==> src/rtl/ctrl_pkg.sv <==
// Shared encodings for the multicycle main controller: opcodes, FSM states,
// datapath mux selects and the packed control word produced by the decoder.
package ctrl_pkg;

   localparam int OPW = 4;

   localparam logic [3:0] OP_RTYPE = 4'b0000;
   localparam logic [3:0] OP_ADDI  = 4'b0001;
   localparam logic [3:0] OP_LW    = 4'b0010;
   localparam logic [3:0] OP_SW    = 4'b0011;
   localparam logic [3:0] OP_BEQ   = 4'b0100;
   localparam logic [3:0] OP_SLTI  = 4'b0101;
   localparam logic [3:0] OP_J     = 4'b0110;

   localparam logic [1:0] ALUOP_RTYPE = 2'b00;
   localparam logic [1:0] ALUOP_SLTI  = 2'b01;
   localparam logic [1:0] ALUOP_BEQ   = 2'b10;
   localparam logic [1:0] ALUOP_ADD   = 2'b11;

   localparam logic [1:0] ALUB_RT    = 2'b00;
   localparam logic [1:0] ALUB_FOUR  = 2'b01;
   localparam logic [1:0] ALUB_IMM   = 2'b10;
   localparam logic [1:0] ALUB_IMMSH = 2'b11;

   localparam logic [1:0] PCSRC_ALU    = 2'b00;
   localparam logic [1:0] PCSRC_ALUOUT = 2'b01;
   localparam logic [1:0] PCSRC_JUMP   = 2'b10;

   typedef enum logic [3:0] {
      FETCH   = 4'd0,
      DECODE  = 4'd1,
      MEMADR  = 4'd2,
      MEMRD   = 4'd3,
      MEMWB   = 4'd4,
      MEMWR   = 4'd5,
      RTYPEEX = 4'd6,
      RTYPEWB = 4'd7,
      BEQEX   = 4'd8,
      ADDIEX  = 4'd9,
      SLTIEX  = 4'd10,
      IMMWB   = 4'd11,
      JEX     = 4'd12
   } state_t;

   typedef struct packed {
      logic       memwrite;
      logic       irwrite;
      logic       regwrite;
      logic       pcen;
      logic       illegal_op;
      logic       iord;
      logic       alusrca;
      logic [1:0] alusrcb;
      logic [1:0] aluop;
      logic [1:0] pcsrc;
      logic       memtoreg;
      logic       regdst;
   } ctrl_t;

   function automatic logic op_legal(input logic [3:0] op);
      return op <= OP_J;
   endfunction

endpackage

==> src/rtl/mc_outdec.sv <==
// Combinational state -> control word decode for the multicycle controller.
// Only FETCH (mem_ready), BEQEX (zero) and DECODE (opcode legality) look past the state.
module mc_outdec
   import ctrl_pkg::*;
(
   input  state_t state,
   input  logic   mem_ready,
   input  logic   zero,
   input  logic   op_ok,
   output ctrl_t  ctrl
);

   always_comb begin
      ctrl       = '0;
      ctrl.aluop = ALUOP_ADD;
      case (state)
         FETCH: begin
            ctrl.alusrcb = ALUB_FOUR;
            ctrl.pcsrc   = PCSRC_ALU;
            ctrl.irwrite = mem_ready;
            ctrl.pcen    = mem_ready;
         end
         DECODE: begin
            ctrl.alusrcb    = ALUB_IMMSH;
            ctrl.illegal_op = ~op_ok;
         end
         MEMADR: begin
            ctrl.alusrca = 1'b1;
            ctrl.alusrcb = ALUB_IMM;
         end
         MEMRD: ctrl.iord = 1'b1;
         MEMWB: begin
            ctrl.memtoreg = 1'b1;
            ctrl.regwrite = 1'b1;
         end
         MEMWR: begin
            ctrl.iord     = 1'b1;
            ctrl.memwrite = 1'b1;
         end
         RTYPEEX: begin
            ctrl.alusrca = 1'b1;
            ctrl.alusrcb = ALUB_RT;
            ctrl.aluop   = ALUOP_RTYPE;
         end
         RTYPEWB: begin
            ctrl.regdst   = 1'b1;
            ctrl.regwrite = 1'b1;
         end
         BEQEX: begin
            ctrl.alusrca = 1'b1;
            ctrl.alusrcb = ALUB_RT;
            ctrl.aluop   = ALUOP_BEQ;
            ctrl.pcsrc   = PCSRC_ALUOUT;
            ctrl.pcen    = zero;
         end
         ADDIEX: begin
            ctrl.alusrca = 1'b1;
            ctrl.alusrcb = ALUB_IMM;
            ctrl.aluop   = ALUOP_ADD;
         end
         SLTIEX: begin
            ctrl.alusrca = 1'b1;
            ctrl.alusrcb = ALUB_IMM;
            ctrl.aluop   = ALUOP_SLTI;
         end
         IMMWB: ctrl.regwrite = 1'b1;
         JEX: begin
            ctrl.pcsrc = PCSRC_JUMP;
            ctrl.pcen  = 1'b1;
         end
         default: ;
      endcase
   end

endmodule

==> src/rtl/mc_controller.sv <==
// Multicycle main control FSM: state register and next-state logic, with the
// control word decoded in mc_outdec and every enable suppressed while reset is high.
module mc_controller
   import ctrl_pkg::*;
#(
   parameter int OPW = 4
)(
   input  logic           clk,
   input  logic           reset,
   input  logic [OPW-1:0] op,
   input  logic           zero,
   input  logic           mem_ready,
   output logic           memwrite,
   output logic           irwrite,
   output logic           regwrite,
   output logic           iord,
   output logic           alusrca,
   output logic [1:0]     alusrcb,
   output logic [1:0]     aluop,
   output logic [1:0]     pcsrc,
   output logic           memtoreg,
   output logic           regdst,
   output logic           pcen,
   output logic           illegal_op
);

   state_t state_q, state_d;
   ctrl_t  ctrl;
   logic   op_ok;

   assign op_ok = op_legal(op);

   always_ff @(posedge clk) begin
      if (reset) state_q <= FETCH;
      else       state_q <= state_d;
   end

   always_comb begin
      state_d = state_q;
      case (state_q)
         FETCH:   if (mem_ready) state_d = DECODE;
         DECODE: begin
            case (op)
               OP_LW, OP_SW: state_d = MEMADR;
               OP_RTYPE:     state_d = RTYPEEX;
               OP_BEQ:       state_d = BEQEX;
               OP_ADDI:      state_d = ADDIEX;
               OP_SLTI:      state_d = SLTIEX;
               OP_J:         state_d = JEX;
               default:      state_d = FETCH;
            endcase
         end
         MEMADR:  state_d = (op == OP_LW) ? MEMRD : MEMWR;
         MEMRD:   if (mem_ready) state_d = MEMWB;
         MEMWR:   if (mem_ready) state_d = FETCH;
         RTYPEEX: state_d = RTYPEWB;
         ADDIEX,
         SLTIEX:  state_d = IMMWB;
         MEMWB, RTYPEWB, BEQEX, IMMWB, JEX: state_d = FETCH;
         default: state_d = FETCH;
      endcase
   end

   mc_outdec u_outdec (
      .state     (state_q),
      .mem_ready (mem_ready),
      .zero      (zero),
      .op_ok     (op_ok),
      .ctrl      (ctrl)
   );

   // Side-effecting strobes are gated so an aborted instruction cannot write.
   assign memwrite   = ctrl.memwrite   & ~reset;
   assign irwrite    = ctrl.irwrite    & ~reset;
   assign regwrite   = ctrl.regwrite   & ~reset;
   assign pcen       = ctrl.pcen       & ~reset;
   assign illegal_op = ctrl.illegal_op & ~reset;
   assign iord       = ctrl.iord;
   assign alusrca    = ctrl.alusrca;
   assign alusrcb    = ctrl.alusrcb;
   assign aluop      = ctrl.aluop;
   assign pcsrc      = ctrl.pcsrc;
   assign memtoreg   = ctrl.memtoreg;
   assign regdst     = ctrl.regdst;

endmodule

==> config.mk <==
export PLATFORM = sky130hd
export DESIGN_NAME = mc_controller
export DESIGN_NICKNAME = d
export VERILOG_FILES = /design/src/rtl/ctrl_pkg.sv /design/src/rtl/mc_outdec.sv /design/src/rtl/mc_controller.sv
export SDC_FILE = /design/constraint.sdc
export NUM_CORES = 1
export LEC_CHECK = 0
export CORE_AREA = 3 3 40 42
export DETAILED_ROUTE_END_ITERATION = 6
export DIE_AREA = 0 0 43 45
export GPL_ROUTABILITY_DRIVEN = 0
export PLACE_DENSITY = 0.77
export SLEW_MARGIN = 20
export SYNTH_ARGS = -nofsm -noshare
export SYNTH_HDL_FRONTEND = slang
export SYNTH_SLANG_ARGS = --single-unit
==> constraint.sdc <==
create_clock -name clk -period 1.83 [get_ports clk]
set_input_delay 0.366 -clock clk [delete_from_list [all_inputs] [get_ports clk]]
set_output_delay 0.366 -clock clk [all_outputs]
set_load 0.02 [all_outputs]
Word-level counts from Yosys, hierarchy flattened. Index checks and enable logic that the tools add are counted.

Input bits: 8. Register bits after elaboration: 4. Output and inout port bits: 15. Word-level logic and storage cells: 57.

Order comparisons: 1. Eq/ne operators: 21. Bitwise operators: 7. Reduce and logical (&&, ||, !) cells: 9. Multiplexer cells: 18.

Operators by type and width (number): 4-bit by 3-bit == test with 1-bit output, second input constant (7); 4-bit one-hot mux with 7 select lines (1); 4-bit one-hot mux with 6 select lines (1); 4-bit == test, second input constant (5); 4-bit by 2-bit == test with 1-bit output, second input constant (4); 4-bit two-way mux (3); 2-bit one-hot mux with 3 select lines (2); 4-bit by 1-bit == test with 1-bit output, second input constant (2); 4-bit zero test (2); 1-bit two-way mux (8); 2-bit != test, second input constant (3); 2-bit OR reduction (3); 3-bit OR reduction (2); 1-bit bitwise AND (5); 5-bit OR reduction (1); 4-bit by 3-bit <= comparator with 1-bit output, second input constant (1); 2-bit one-hot mux with 2 select lines (1); 3-bit two-way mux (1); 1-bit one-hot mux with 3 select lines (1); 3-bit AND reduction (1); 1-bit NOT (2).

Depth between registers and ports, before layout. Gate-level depths: netlist of run 1.

Depth after elaboration: 4. Mapped depth: 5.

Cells and area by module. A second synthesis of run 1 with hierarchy kept.

Cell total of the unflattened synthesis: 77. Area, all modules: 573.0 um^2.

By module, submodules not included: mc_controller (sequential area each 80.1 um^2, area an instance 365.4 um^2, times used 1, cells an instance 46); mc_outdec (sequential area each 0.0 um^2, area an instance 207.7 um^2, times used 1, cells an instance 31).

Least setup slack after synthesis of run 1. No wires, ideal clock.

Path kind: reg-to-output. Start: register state_q[2]. End: output pcen. Cell stages (with the launch flop): 5. Path buffers: 2. Data arrival time: 1.940 ns. Required time: 1.464 ns. Path slack: -0.476 ns. Cells stage by stage: dfxtp_1 -> clkbuf_1 -> buf_2 -> o21ai_0 -> a2111oi_0.

Longest elaborated chain between the ends: 3.

RTL lines: start: declaration (line mc_controller.sv:27) `state_t state_q, state_d;`; start signal: assignment (line mc_controller.sv:35) `else state_q <= state_d;`; 4-bit == test / 4-bit zero test (equally long branches) (line mc_outdec.sv:16) `case (state)`; 1-bit one-hot mux with 3 select lines * (line mc_outdec.sv:16); 1-bit bitwise AND * (line mc_controller.sv:76) `assign pcen = ctrl.pcen & ~reset;`; end: declaration (line mc_controller.sv:23) `output logic pcen,`.

Mark *: on every way between the ends. The rest lies on a longest branch, timed or not.

Worst setup path in the final report of run 1.
Start: input op[3]. End: register state_q[2].

Longest elaborated chain between the ends: 4.

RTL lines: start: declaration (line mc_controller.sv:10) `input logic [OPW-1:0] op,`; 4-bit by 2-bit == test with 1-bit output, on equally long branches (line mc_controller.sv:43, mc_controller.sv:53); 2-bit OR reduction (line mc_controller.sv:43) `case (op)`; 4-bit one-hot mux with 6 select lines (line mc_controller.sv:43); 4-bit one-hot mux with 7 select lines * (line mc_controller.sv:40) `case (state_q)`.

Marks and branches as above. A chain may end at the register's enable or synchronous reset.

==> results of run 1 <==
## where the power goes
part	internal [W]	leakage [nW]	switching (W)
combinational	0.0000920	0.384	0.0000957
sequential	0.0000927	0.0341	0.00000720
clock	0.0000736	0.0138	0.0000387
total	0.000258	0.432	0.000142
## worst max-delay path, stage by stage
cell           delay [ns]
dlygate4sd2_1        0.24
buf_4                0.13
or4b_4               0.49
or3_1                0.40
a32oi_1              0.22
o31ai_1              0.10
## logic make-up (layout without fill, tap and decap cells)
family / count (synthesis) / after routing / share of synthesized area
DFF: 4 / 4 / 0.1662
and+or+nand+nor: 39 / 39 / 0.4182
buffers and inverters: 8 / 52 / 0.06491
AOI/OAI and AO/OA: 23 / 23 / 0.2961
xor gates and xnor gates: 3 / 3 / 0.05456
## layout make-up
| cell class | count | share of cell area |
|---|---|---|
| flip-flops and latches | 4 | 0.08758 |
| inverters | 1 | 0.003922 |
| multi-input cells | 65 | 0.4405 |
| well taps | 15 | 0.01961 |
| repair buffers | 48 | 0.4248 |
| clock buffers | 3 | 0.02353 |
## cells in the final DEF, fill, tap and decap left out, types with 2 or more instances in the layout
cell	Yosys	layout
a21o_1	2	2
a21oi_1	10	10
a31oi_1	2	2
buf_2	1	3
buf_4	0	23
buf_6	0	3
clkbuf_2	0	3
clkbuf_4	0	3
clkdlybuf4s15_1	0	2
clkdlybuf4s15_2	0	3
dfxtp_2	0	3
dlygate4sd2_1	0	6
dlymetal6s2s_1	0	2
nand2_1	7	6
nand2b_1	6	5
nor2_1	10	10
nor2b_1	3	2
nor3_1	6	4
nor3_2	0	2
o31ai_1	2	2
xnor2_1	2	2
## worst max path at each step
stage	cells past startpoint	to
floorplan	4	pcen
global placement	4	pcen
detailed placement	4	pcen
CTS	4	pcen
global route	5	regwrite
finish	6	state_q[2]
## per-stage QoR
| step | area (sq um) | power, W | hold WS (ns) | setup WS [ns] |
|---|---|---|---|---|
| 2_1_floorplan | 493.0 | 0.0001825 | 0.5420 | 0.01143 |
| 6_report | 957.2 | 0.0003998 | 0.5923 | -0.003342 |
| 3_3_place_gp | 912.1 | 0.0002793 | 0.7264 | -0.4451 |
| 5_1_grt | 957.2 | 0.0004189 | 0.6251 | -0.02231 |
| 3_5_place_dp | 912.1 | 0.0002854 | 0.7506 | -0.4697 |
| 4_1_cts | 944.7 | 0.0003909 | 0.7098 | -0.01685 |
## what timing repair did
action / CTS / global route
gates resized for setup: 52 / 17
setup endpoints to repair: 16 / 11
setup buffers: 1 / 0
pin swaps: 4 / 3
## per-layer routing
| layer | part of all wire | track usage | vias up |
|---|---|---|---|
| met5 | 0 | 0 | - |
| met4 | 0.032 | 0.1024 | 0 |
| met3 | 0.064 | 0.02789 | 8 |
| met2 | 0.54 | 0.4072 | 35 |
| met1 | 0.37 | 0.2771 | 367 |
| li1 | - | - | 368 |
==> results.sh, run 1 <==
export IMPL_syn_avg_cell_area_sq_um=6.256
export IMPL_area_growth_syn_to_layout_pct=98.70
export IMPL_p_leak_nw=0.4318
export IMPL_hold_buffers=0
export IMPL_path_class="primary input to flip-flop"
export IMPL_setup_viol=1
export IMPL_fin_util=0.7449
export IMPL_instances_no_fill=136
export IMPL_violations="negative setup slack"
export IMPL_rsz0062_at_grt="yes"
export IMPL_wl_per_cell_um=14.65
export IMPL_clock_path_buffers=2
export IMPL_numCtsBuffers=3
export IMPL_start_util=0.3749
export IMPL_top_register="state_q"
export IMPL_regArea_sq_um=83.83
export IMPL_clk_latency_ns=0.23
export IMPL_cts_root_buffer="clkbuf_4"
export IMPL_yosysWarnings=0
export IMPL_cts_reportedPaths_clkPinSlew_ns=0.04
export IMPL_synth_cell_type_count=28
export IMPL_cts_sinks=4
export IMPL_ios=23
export IMPL_syn_instance_count=77
export IMPL_end_kind="flip-flop"
export IMPL_largest_reg_flops=4
export IMPL_ant_nets=0
export IMPL_r2r_slack_ns=0.35
export IMPL_syn_nets=85
export IMPL_ys_ff_latch=4
export IMPL_seq_area_frac_synth=0.1662
export IMPL_rows=13
export IMPL_cts_htree_levels=1
export IMPL_r2r_cells=6
export IMPL_cp_arrival_ns=1.95
export IMPL_core_area_sq_um=1285
export IMPL_dp_cells=133
export IMPL_synth_ff_type="dfxtp_1"
export IMPL_hold_start="mem_ready"
export IMPL_drt_total_wl_um=1992
export IMPL_startpoint="op[3]"
export IMPL_grt_first_pass_wirelength_um=3429
export IMPL_whs_endpoint="state_q[2]"
export IMPL_crit_fanout=2
export IMPL_cts_tree="yes"
export IMPL_hold_path_class="primary input to flip-flop"
export IMPL_viasPerCell=5.721
export IMPL_worst_slew_pin_slew_ns=0.2962
export IMPL_place_port_buffers=22
export IMPL_synth_area_leader_cell="dfxtp_1"
export IMPL_drt_iter0_drc=25
export IMPL_setup_slack_ns=-0.003342
export IMPL_synth_area_top_cells="dfxtp_1 (17%), a21oi_1 (10%), nand2b_1 (7.8%), nor2_1 (7.8%), nor3_1 (6.2%)"
export IMPL_hold_viol=0
export IMPL_rr_startpoint="state_q[1]"
export IMPL_fin_nets=131
export IMPL_drive_above_1_share=0.4298
export IMPL_synth_edff_count=0
export IMPL_top_regs="state_q x4"
export IMPL_grt_ovfl_total=0
export IMPL_slew_violations=0
export IMPL_antenna_found_initial=0
export IMPL_crit_required_ns=1.94
export IMPL_drc=0
export IMPL_grt_max_degree=17
export IMPL_skew_ns=0.001241
export IMPL_vdd_drop_max_v=0.0001793
export IMPL_cap_violations=0
export IMPL_synth_area_sq_um=481.7
export IMPL_track_usage=0.2290
export IMPL_die_h_um=45
export IMPL_status="finished with violations"
export IMPL_dp_hpwl_um=1453
export IMPL_firstDrtPassIters=4
export IMPL_netlist_area_leader_share=0.1662
export IMPL_fmax_mhz=545.5
export IMPL_power_density_nw_per_um2=417.7
export IMPL_vias=778
export IMPL_n_antenna_cell=0
export IMPL_worst_r2r_endpoint="state_q[2]"
export IMPL_setup_tns_ns=-0.003342
export IMPL_multiInputGateArea_sq_um=421.7
export IMPL_fin_crit_ns=1.833
export IMPL_dieWidth_um=43
export IMPL_ys_async_sr_fraction=0
export IMPL_die_area_sq_um=1935
export IMPL_relSlewSlack=0.8022
export IMPL_synth_common_cells="a21oi_1 (10), nor2_1 (10), nand2_1 (7), nand2b_1 (6), nor3_1 (6)"
export IMPL_hold_depth=4
export IMPL_fillers=107
export IMPL_grt_pass1_vias=788
export IMPL_critPathLaunchType="primary input"
export IMPL_fin_crit_sh=1.002
Note: power is estimated with default switching activity, not from simulation.
==> run 2: changes to the inputs <==
--- a/config.mk
+++ b/config.mk
@@ -6,10 +6,12 @@
 export NUM_CORES = 1
 export LEC_CHECK = 0
 export CORE_AREA = 3 3 40 42
+export CTS_CLUSTER_DIAMETER = 60
 export DETAILED_ROUTE_END_ITERATION = 6
 export DIE_AREA = 0 0 43 45
+export DONT_BUFFER_PORTS = 1
 export GPL_ROUTABILITY_DRIVEN = 0
-export PLACE_DENSITY = 0.77
+export PLACE_DENSITY = 0.55
 export SLEW_MARGIN = 20
 export SYNTH_ARGS = -nofsm -noshare
 export SYNTH_HDL_FRONTEND = slang
==> run 2 against run 1 <==
Non-clock buffer count is 30 lower. Clock power hardly changed. Critical path depth is 2 lower. Largest power group unchanged. Hold slack worse by 0.39 ns. The run now ends clean. Routed wire length is 22% lower. Design area is 30% lower. Die area stayed put. Critical endpoint is now pcen.
==> results.sh, run 2 (synthesis gave the netlist of run 1 again) <==
export IMPL_status="finished clean"
export IMPL_dp_slack_ns=0.1620
export IMPL_cts_reportedPaths_clkPinSlew_ns=0.04
export IMPL_cts_root_buffer="clkbuf_4"
export IMPL_hold_buffers=0
export IMPL_drt_iter0_drc=21
export IMPL_antenna_found_initial=0
export IMPL_slowest_stage="dfxtp_4"
export IMPL_slew_violations=0
export IMPL_hold_start="reset"
export IMPL_rows=13
export IMPL_viasPerCell=5.755
export IMPL_fin_crit_sh=0.9318
export IMPL_drt_total_wl_um=1559
export IMPL_firstDrtPassIters=4
export IMPL_numCtsBuffers=3
export IMPL_largest_reg_flops=4
export IMPL_setup_slack_ns=0.1248
export IMPL_end_kind="output port"
export IMPL_cts_tree="yes"
export IMPL_grt_ovfl_total=0
export IMPL_place_port_buffers=0
export IMPL_clock_path_buffers=2
export IMPL_n_antenna_cell=0
export IMPL_path_class="flip-flop to output port"
export IMPL_track_usage=0.1774
export IMPL_grt_max_degree=14
export IMPL_vdd_drop_max_v=0.0003014
export IMPL_top_regs="state_q x4"
export IMPL_drc=0
export IMPL_crit_required_ns=1.46
export IMPL_skew_ns=0.009284
export IMPL_ant_nets=0
export IMPL_hold_path_class="primary input to flip-flop"
export IMPL_power_density_nw_per_um2=497.0
export IMPL_dieWidth_um=43
export IMPL_worst_slew_pin_slew_ns=0.4712
export IMPL_dp_hpwl_um=1137
export IMPL_die_h_um=45
export IMPL_startpoint="state_q[2]"
export IMPL_clk_latency_ns=0.24
export IMPL_grt_first_pass_wirelength_um=2594
export IMPL_final_cell_mix="buf_4 (18), a21oi_1 (10), nor2_1 (9)"
export IMPL_start_util=0.3749
export IMPL_path_cells="nor2_2, nand2_1, a2111oi_4, buf_4"
export IMPL_cap_violations=0
export IMPL_area_growth_syn_to_layout_pct=38.70
export IMPL_cp_num_buf_inv=1
export IMPL_critPathMaxStageDelay_ns=0.38
export IMPL_hold_viol=0
export IMPL_p_total_w=0.0003321
export IMPL_wl_per_cell_um=14.71
export IMPL_setup_viol=0
export IMPL_top_register="state_q"
export IMPL_relSlewSlack=0.6829
export IMPL_fmax_mhz=586.4
export IMPL_post_cts_setup_buffers=0
export IMPL_rr_startpoint="state_q[2]"
export IMPL_ios=23
export IMPL_cp_arrival_ns=1.34
export IMPL_p_leak_nw=0.2680
export IMPL_cts_htree_levels=1
export IMPL_die_area_sq_um=1935
export IMPL_critical_path_top_delay_family="flip-flops"
export IMPL_fin_crit_ns=1.705
export IMPL_fin_nets=101
export IMPL_critPathLaunchType="flip-flop"
export IMPL_grt_pass1_vias=581
export IMPL_cts_sinks=4
export IMPL_crit_fanout=12
export IMPL_core_area_sq_um=1285
export IMPL_mostFrequentLayoutCell="buf_4"
export IMPL_drive_above_1_share=0.3187
export IMPL_vias=610
## run 2: power breakdown
group	total [W]	internal, W	switching, W	leakage, nW
combinational	0.000121	0.0000547	0.0000664	0.220
clock	0.000110	0.0000734	0.0000366	0.0138
sequential	0.000101	0.0000905	0.0000106	0.0347
## run 2: timing repair
item,CTS,global route
setup endpoints to repair,3,4
gates resized for setup,2,7
cloned,0,0
## run 2: layout make-up
class / instances / area, sq um
inverters: 1 / 3.754
repair buffers: 18 / 135.1
fillers: 150 / 616.8
clock buffers: 3 / 22.52
multi-input cells: 65 / 399.1
flip-flops and latches: 4 / 88.84
well taps: 15 / 18.77
## run 2: stage by stage
step	cells	hold slack, ns	instance area, sq um	util	setup TNS (ns)
after floorplan	77	0.5420	493.0	-	0
after CTS	106	0.1940	644.4	0.5015	0
after detailed placement	103	0.4417	619.3	0.4820	0
after global placement	103	0.4411	619.3	0.4820	0
after global routing	106	0.1883	668.1	0.5200	-0.004294
final	106	0.1992	668.1	0.5200	0
## run 2: layer usage
metal / vias up / track usage / wire [um] / share of wire
met5: - / 0 / 0 / 0
met4: 0 / 0.03614 / 0 / 0
met3: 0 / 0.05976 / 94 / 0.060
met2: 16 / 0.3084 / 810 / 0.52
met1: 288 / 0.2145 / 654 / 0.42
li1: 306 / - / - / -
## run 2: final timing paths
check	end	slack (ns)	cells after the start
setup reg to reg	state_q[2]	0.42	4
hold / removal	state_q[1]	0.20	1
hold reg to reg	state_q[0]	0.63	3
setup / recovery	pcen	0.12	4
==> run 3: changes to the inputs <==
--- a/config.mk
+++ b/config.mk
@@ -11,7 +11,7 @@
 export DIE_AREA = 0 0 43 45
 export DONT_BUFFER_PORTS = 1
 export GPL_ROUTABILITY_DRIVEN = 0
-export PLACE_DENSITY = 0.55
+export PLACE_DENSITY = 0.57
 export SLEW_MARGIN = 20
 export SYNTH_ARGS = -nofsm -noshare
 export SYNTH_HDL_FRONTEND = slang
==> constraint.sdc (replaced) <==
create_clock -name clk -period 1.5 [get_ports clk]
set_input_delay 0.3 -clock clk [delete_from_list [all_inputs] [get_ports clk]]
set_output_delay 0.3 -clock clk [all_outputs]
set_load 0.02 [all_outputs]
==> run 3 against run 2 <==
The run now ends with negative setup slack left. Via count is 7.7% higher. Sequential power is 19% higher. Hold slack worse by 0.070 ns. Clock power grew 21%. Core utilization up 22 points. Largest cell class unchanged. Setup slack got worse by 0.18 ns. Die area unchanged. Critical path depth is 1 higher. Clock skew decreased by 0.0065 ns.
==> results.sh, run 3 (synthesis gave the netlist of run 1 again) <==
export IMPL_rsz0062_at_grt="yes"
export IMPL_critPathCapture="regwrite"
export IMPL_path_class="flip-flop to output port"
export IMPL_slew_violations=0
export IMPL_crit_fanout=5
export IMPL_place_area_sq_um=711.9
export IMPL_place_port_buffers=0
export IMPL_grt_ovfl_total=0
export IMPL_cts_htree_levels=1
export IMPL_dieWidth_um=43
export IMPL_drc=0
export IMPL_cts_root_buffer="clkbuf_4"
export IMPL_hold_viol=0
export IMPL_die_h_um=45
export IMPL_relSlewSlack=0.8085
export IMPL_top_regs="state_q x4"
export IMPL_setup_slack_ns=-0.05762
export IMPL_cp_arrival_ns=1.26
export IMPL_hold_buffers=0
export IMPL_fin_crit_ns=1.558
export IMPL_n_antenna_cell=0
export IMPL_dp_hpwl_um=1116
export IMPL_firstDrtPassIters=5
export IMPL_cts_tree="yes"
export IMPL_worst_slew_pin_slew_ns=0.2860
export IMPL_ios=23
export IMPL_area_growth_syn_to_layout_pct=97.40
export IMPL_vias=657
export IMPL_rr_startpoint="state_q[2]"
export IMPL_critPathLaunchType="flip-flop"
export IMPL_dp_cells=107
export IMPL_r2r_cells=5
export IMPL_track_usage=0.1732
export IMPL_top_register="state_q"
export IMPL_crit_required_ns=1.20
export IMPL_antenna_found_initial=0
export IMPL_drive_above_1_share=0.5962
export IMPL_power_density_nw_per_um2=495.3
export IMPL_grt_max_degree=12
export IMPL_worst_r2r_endpoint="state_q[2]"
export IMPL_p_leak_nw=0.3725
export IMPL_drt_total_wl_um=1731
export IMPL_grt_pass1_vias=582
export IMPL_fin_nets=114
export IMPL_startpoint="state_q[2]"
export IMPL_end_kind="output port"
export IMPL_largest_reg_flops=4
export IMPL_setup_viol=6
export IMPL_grt_first_pass_wirelength_um=2553
export IMPL_r2r_slack_ns=0.14
export IMPL_drt_iter0_drc=27
export IMPL_cts_reportedPaths_clkPinSlew_ns=0.04
export IMPL_clock_path_buffers=2
export IMPL_cts_sinks=4
export IMPL_die_area_sq_um=1935
export IMPL_vdd_drop_max_v=0.0004562
export IMPL_fmax_mhz=642.0
export IMPL_final_cell_mix="buf_4 (22), a21oi_1 (9), buf_6 (8)"
export IMPL_viasPerCell=5.521
export IMPL_numCtsBuffers=3
export IMPL_hold_path_class="primary input to flip-flop"
export IMPL_hold_ws_ns=0.1293
export IMPL_start_util=0.3749
export IMPL_skew_ns=0.002746
export IMPL_clk_latency_ns=0.23
export IMPL_mostFrequentLayoutCell="buf_4"
export IMPL_ant_nets=0
export IMPL_instances_no_fill=119
export IMPL_wl_per_cell_um=14.55
export IMPL_rows=13
export IMPL_violations="negative setup slack"
export IMPL_fin_area_sq_um=950.9
export IMPL_fin_crit_sh=1.038
export IMPL_status="finished with violations"
export IMPL_hold_depth=1
export IMPL_core_area_sq_um=1285
export IMPL_cap_violations=0
run 3: what timing repair did:
| item | in CTS | in global routing |
|---|---|---|
| setup buffers | 2 | 7 |
| resized for setup | 22 | 18 |
| endpoints found under the setup margin | 11 | 15 |
| pin swaps | 4 | 3 |
run 3: worst max-delay path, stage by stage (launching register included):
cell and delay, ns:
dfxtp_4 0.36, buf_6 0.12, nand2b_4 0.15, nand2_2 0.09, a31oi_2 0.08, nor2_2 0.21
run 3: worst min-delay path by stage:
stage,from,slack [ns],endpoint
floorplan,mem_ready,0.48,state_q[0]
detailed placement,reset,0.38,state_q[3]
CTS,reset,0.13,state_q[3]
finish,reset,0.13,state_q[3]
global route,reset,0.11,state_q[3]
global placement,reset,0.38,state_q[1]
run 3: metal layers:
metal / part of all wire / GRT usage
met1: 0.43 / 0.2120
met2: 0.51 / 0.3024
met3: 0.062 / 0.05179
met4: 0 / 0.03614
met5: 0 / 0
run 3: final cells by class:
type / count / area [sq um]
Multi-Input combinational cell: 65 / 545.5
Fill cell: 101 / 334.1
Clock buffer: 3 / 22.52
Timing Repair Buffer: 31 / 270.3
Inverter: 1 / 3.754
Tap cell: 15 / 18.77
Sequential cell: 4 / 90.09
run 3: where the power goes:
part           switching [W]  internal, W  total, W
logic               0.000112     0.000106  0.000218
clock network      0.0000431    0.0000895  0.000133
registers         0.00000945     0.000111  0.000120
total               0.000164     0.000307  0.000471
run 3: stage by stage:
| step | power [W] | utilization | setup TNS (ns) | setup slack [ns] |
|---|---|---|---|---|
| floorplan | 0.0002412 | - | -0.3398 | -0.1122 |
| global placement | 0.0002898 | 0.5540 | -0.06901 | -0.06901 |
| detailed placement | 0.0002911 | 0.5540 | -0.08943 | -0.08943 |
| CTS | 0.0004402 | 0.6388 | -0.2085 | -0.06242 |
| global route | 0.0005035 | 0.7400 | -0.8417 | -0.1198 |
| finish | 0.0004710 | 0.7400 | -0.2255 | -0.05762 |
